File: config.mk
export PLATFORM = sky130hd
export DESIGN_NAME = regbank_cmd_master
export DESIGN_NICKNAME = d
export VERILOG_FILES = /design/src/rtl/regbank_pkg.sv /design/src/rtl/regbank_cmd_master.sv
export SDC_FILE = /design/constraint.sdc
export NUM_CORES = 1
export LEC_CHECK = 0
export BUFFER_PORTS_ARGS = -buffer_cell sky130_fd_sc_hd__buf_2
export CORE_ASPECT_RATIO = 1.4
export CORE_MARGIN = 1
export CORE_UTILIZATION = 51
export CTS_CLUSTER_DIAMETER = 40
export DETAILED_ROUTE_END_ITERATION = 16
export GPL_TIMING_DRIVEN = 0
export PLACE_DENSITY = 0.87
export SLEW_MARGIN = 20
export SYNTH_ARGS = -nofsm -noshare
export SYNTH_HDL_FRONTEND = slang
export SYNTH_SLANG_ARGS = --single-unit
File: constraint.sdc
create_clock -name clk -period 2 [get_ports clk]
set_clock_uncertainty 0.05 [all_clocks]
set_input_delay 0.2 -clock clk [delete_from_list [all_inputs] [get_ports clk]]
set_output_delay 0.2 -clock clk [all_outputs]
set_load 0.02 [all_outputs]
File: src/rtl/regbank_pkg.sv
// Shared encodings for the register-bank command master.
// Op codes, FSM state type and default bank geometry.
package regbank_pkg;

  localparam int DW_DEF = 8;
  localparam int AW_DEF = 2;

  localparam logic [1:0] OP_WRITE = 2'b00;
  localparam logic [1:0] OP_READ  = 2'b01;
  localparam logic [1:0] OP_ADD   = 2'b10;
  localparam logic [1:0] OP_SWAP  = 2'b11;

  typedef enum logic [1:0] {
    S_IDLE,
    S_EXEC,
    S_SWAP2,
    S_RESP
  } state_e;

endpackage

File: src/rtl/regbank_cmd_master.sv
// Command-driven initiator for the 4x8 register bank.
// Runs WRITE/READ/ADD/SWAP and returns results on a response channel.
module regbank_cmd_master
  import regbank_pkg::*;
#(
  parameter int DW = DW_DEF,
  parameter int AW = AW_DEF
) (
  input  logic          clk,
  input  logic          rst_n,
  input  logic          cmd_valid,
  output logic          cmd_ready,
  input  logic [1:0]    cmd_op,
  input  logic [AW-1:0] cmd_addr_a,
  input  logic [AW-1:0] cmd_addr_b,
  input  logic [AW-1:0] cmd_addr_d,
  input  logic [DW-1:0] cmd_wdata,
  output logic          rsp_valid,
  input  logic          rsp_ready,
  output logic [DW-1:0] rsp_data1,
  output logic [DW-1:0] rsp_data2,
  output logic [AW-1:0] rb_read_reg1,
  output logic [AW-1:0] rb_read_reg2,
  output logic [AW-1:0] rb_write_reg,
  output logic [DW-1:0] rb_write_data,
  output logic          rb_reg_write,
  input  logic [DW-1:0] rb_read_data1,
  input  logic [DW-1:0] rb_read_data2
);

  state_e        state;
  logic [1:0]    op_q;
  logic [AW-1:0] a_q;
  logic [AW-1:0] b_q;
  logic [AW-1:0] d_q;
  logic [DW-1:0] wdata_q;
  logic [DW:0]   sum;

  logic exec_wr;
  logic exec_add;
  logic exec_swp;
  logic in_swap2;

  assign sum = {1'b0, rb_read_data1}
             + {1'b0, rb_read_data2};

  assign exec_wr  = (state == S_EXEC)
                 && (op_q == OP_WRITE);
  assign exec_add = (state == S_EXEC)
                 && (op_q == OP_ADD);
  assign exec_swp = (state == S_EXEC)
                 && (op_q == OP_SWAP);
  assign in_swap2 = (state == S_SWAP2);

  assign rb_read_reg1 = a_q;
  assign rb_read_reg2 = b_q;

  // Write port decoded only from flops, so reset kills a pending write at once.
  always_comb begin
    rb_reg_write  = 1'b0;
    rb_write_reg  = '0;
    rb_write_data = '0;
    unique case (1'b1)
      exec_wr: begin
        rb_reg_write  = 1'b1;
        rb_write_reg  = d_q;
        rb_write_data = wdata_q;
      end
      exec_add: begin
        rb_reg_write  = 1'b1;
        rb_write_reg  = d_q;
        rb_write_data = sum[DW-1:0];
      end
      exec_swp: begin
        rb_reg_write  = 1'b1;
        rb_write_reg  = a_q;
        rb_write_data = rb_read_data2;
      end
      in_swap2: begin
        rb_reg_write  = 1'b1;
        rb_write_reg  = b_q;
        rb_write_data = rsp_data1;
      end
      default: ;
    endcase
  end

  always_ff @(posedge clk or negedge rst_n) begin
    if (!rst_n) begin
      state     <= S_IDLE;
      cmd_ready <= 1'b1;
      rsp_valid <= 1'b0;
      rsp_data1 <= '0;
      rsp_data2 <= '0;
      op_q      <= '0;
      a_q       <= '0;
      b_q       <= '0;
      d_q       <= '0;
      wdata_q   <= '0;
    end else begin
      unique case (state)
        S_IDLE: begin
          if (cmd_valid) begin
            op_q      <= cmd_op;
            a_q       <= cmd_addr_a;
            b_q       <= cmd_addr_b;
            d_q       <= cmd_addr_d;
            wdata_q   <= cmd_wdata;
            cmd_ready <= 1'b0;
            state     <= S_EXEC;
          end
        end
        S_EXEC: begin
          unique case (op_q)
            OP_WRITE: begin
              cmd_ready <= 1'b1;
              state     <= S_IDLE;
            end
            OP_READ: begin
              rsp_data1 <= rb_read_data1;
              rsp_data2 <= rb_read_data2;
              rsp_valid <= 1'b1;
              state     <= S_RESP;
            end
            OP_ADD: begin
              rsp_data1 <= sum[DW-1:0];
              rsp_data2 <= {{(DW-1){1'b0}}, sum[DW]};
              rsp_valid <= 1'b1;
              state     <= S_RESP;
            end
            default: begin
              rsp_data1 <= rb_read_data1;
              rsp_data2 <= rb_read_data2;
              state     <= S_SWAP2;
            end
          endcase
        end
        S_SWAP2: begin
          rsp_valid <= 1'b1;
          state     <= S_RESP;
        end
        default: begin
          if (rsp_ready) begin
            rsp_valid <= 1'b0;
            cmd_ready <= 1'b1;
            state     <= S_IDLE;
          end
        end
      endcase
    end
  end

endmodule

==> reports/results.ini <==
[die]
rows = 27
core-area_um2 = 3950
initial_core_util_pct = 53.5
dieArea_um2 = 4410
ios = 69
die_y_um = 78.2
fp.dieW_um = 56.4

[global_route]
grt-ovfl-total = 0
grt_pass1_vias = 2235
grt_usage_pct = 31.7
grt_pass1_wl_mm = 10.5
grt_max_degree = 37
antenna_found_initial = 0

[power]
pwr-share-clk_pct = 16.4
internal_power_w = 0.00314
irDropWorstVdd_uv = 1680
power.density_nw_per_um2 = 1850
p_seq_share_pct = 25.5
switching_power_w = 0.00244
p_comb_share_pct = 58.1
p_total_w = 0.00558
swShare_pct = 43.8
leakage_nw = 1.43

[timing]
layout_setup_ws_ps = -221
period_share_pct = 111
relSlewSlack_pct = 44.8
tightest_slew_ps = 829
setup_viol = 14
max_freq_mhz = 450
hold_viol = 0
min_period_ps = 2220
slew_viol_final = 0
grt_setup_unrepaired = yes

[synth]
synth_cell_types = 42
syn_area_um2 = 2120
yosysTopAreaCellShare_pct = 41.4
syn_inst = 213
yosys.area.top_type = dfrtp_1
synth_area_leaders = dfrtp_1 41%, mux2_2 9.0%, ha_1 8.9%
postSynthRegisterBits = 36
yosysWarningCount = 0
synth_seq_area_share_pct = 42.6
synth.avg_cell_area_um2 = 9.93
syn_nets = 265

[setup_path]
critical_path.max_stage_delay_ps = 460
critPathRequiredTime_ps = 1750
crit_fanout = 10
critical_path_class = reg -> out
cp-end-kind = output pin
start_kind = flop
regToRegEndpoint = state[1]
crit_family = compound AO/OA/AOI/OAI gates
worstRegToRegCells = 6
slowest_stage = dfrtp_2
cp.arrival_ps = 1970
worst-path-buf-inv = 1
r2r-start = state[1]
r2r_slack_ps = -110
crit_chain = ha_1, and2_4, a222oi_1, o21ai_1, buf_2

[routing]
drt-initial-drc-count = 204
drcViolationCount = 0
drtAntennaViolNets = 0
drt-wirelength-per-cell_um = 22.1
wl_mm = 7.70
vias = 2269
first_pass_iters = 5
routed_via_density = 6.52

[cells_and_area]
drive_gt1_share_pct = 47.9
final_common_cell = buf_2
nFillCells = 212
diodes = 0
layout_common_cells = 58 x buf_2, 32 x dfrtp_1, 23 x nand2_1
fin_util_pct = 76.3
area_growth_pct = 42.6
final_cell_area_um2 = 3020
nNetsFinal = 356
layout.cells.non_filler = 348

[placement]
place_congestion = 0.910
portBuffers = 68
dp_cells = 324
dp_hpwl_mm = 4.09
postPlaceCellArea_um2 = 2510

[clock_tree]
cts-buffers-inserted = 5
path_clk_slew_ps = 80
cts_max_level = 2
clockBufferDepth = 2
cts-root-buf = clkbuf_8
clk_latency_ps = 310
cts_tree = yes
cts.sinks = 36

[worst_hold_path]
worstHoldEndpoint = rb_read_reg1[0]
hold_start = cmd_addr_a[0]
hp-class = in -> reg
hold_path_depth = 2

[status]
violations = negative setup slack
status = complete, but fails checks

[run]
max_cap_viol_count = 0

## worst register-to-register path, delay by kind of cell (launching register included)
family | cells | cell delay [ps]
compound gates | 2 | 450
fa+ha+maj | 1 | 200
buf+inv | 2 | 190
flops | 1 | 460
simple gates | 1 | 640
## cells by family (layout without fill, tap and decap cells)
| kind of cell | after synthesis | in the layout | share of synthesized area, % |
|---|---|---|---|
| adders and majority gates | 16 | 16 | 9.82 |
| muxes | 18 | 18 | 9.52 |
| xor gates and xnor gates | 5 | 5 | 2.07 |
| and+or+nand+nor | 49 | 49 | 10.8 |
| buffers and inverters | 21 | 113 | 3.78 |
| DFF | 36 | 36 | 42.6 |
| AOI/OAI and AO/OA | 68 | 68 | 21.3 |
## through the flow
| step | setup WS [ps] | hold slack (ps) | setup TNS, ps |
|---|---|---|---|
| finish | -221 | 64.5 | -1310 |
| global route | -342 | 62.6 | -2170 |
| CTS | -47.6 | 74.9 | -207 |
| detailed placement | -208 | 283 | -1830 |
| global placement | -177 | 271 | -952 |
| floorplan | 60.5 | -146 | 0 |
## routing by layer
layer	wire length (um)	global-route usage [%]	share of wire (%)
met1	2520	32.4	33
met4	539	23.4	7.0
met2	3880	53.3	50
met3	751	10.0	9.8
met5	0	0	0
## power by group through the flow
stage | logic [W] | registers [W] | clock network (W)
finish | 0.00324 | 0.00142 | 0.000916
global route | 0.00340 | 0.00145 | 0.000944
CTS | 0.00270 | 0.00137 | 0.000913
detailed placement | 0.00241 | 0.00137 | 0
global placement | 0.00234 | 0.00135 | 0
floorplan | 0.00143 | 0.00158 | 0
## synthesized netlist by cell type (all sizes together)
cell	n
inv	11
nor4	1
a21oi	12
a31oi	2
nand3	2
and3	1
xnor2	1
a21o	3
clkinv	1
xor2	4
a211oi	4
nor2	10
o21a	5
a2111o	1
buf	1
clkbuf	8
a222oi	8
nor2b	1
o21ai	24
fa	1
mux2i	1
and2	2
nor3	4
o31ai	2
mux2	17
o22ai	1
o31a	1
dfrtp	35
dfstp	1
a211o	1
or3	2
o211ai	1
nand2	23
nand2b	2
ha	15
nand4b	1
o21bai	1
a22oi	2
## final cells by class
cell class                 instances  area (um^2)  area share (%)
buffer                             6         48.8            1.62
clock buffer                       5         68.8            2.28
clock inverter                     3         90.1            2.99
inverter                          12         47.5            1.58
multi-input combinational        156         1260            41.8
sequential                        36          906            30.0
tap                               43         53.8            1.78
timing repair buffer              87          541            17.9
## timing repair
item	4_1_cts	5_1_grt
buffers inserted	11	7
hold endpoints to repair	35	0
hold buffers	1	0
pin swaps	11	16
resized for setup	42	30
setup endpoints to repair	25	34
## how the worst max path moves through the flow
stage | startpoint | end | slack, ps | depth (start not counted)
final | op_q[1] | rb_write_data[7] | -220 | 5
after global placement | rb_read_data2[0] | rb_write_data[4] | -180 | 10
after detailed placement | rb_read_data2[0] | rb_write_data[4] | -210 | 10
after floorplan | rb_read_data1[4] | rb_write_data[7] | 60 | 6
after global routing | op_q[1] | rb_write_data[7] | -340 | 5
after CTS | rb_read_data2[0] | rb_write_data[6] | -50 | 11
## flip-flops by register name, summed over array words and instances (netlist names), 2 cells and up
register      cells
op_q              2
rb_read_reg1      2
rb_read_reg2      2
state             2
rsp_data1         8
wdata_q           8
rsp_data2         8
d_q               2
Power figures use the tool's default switching activity.
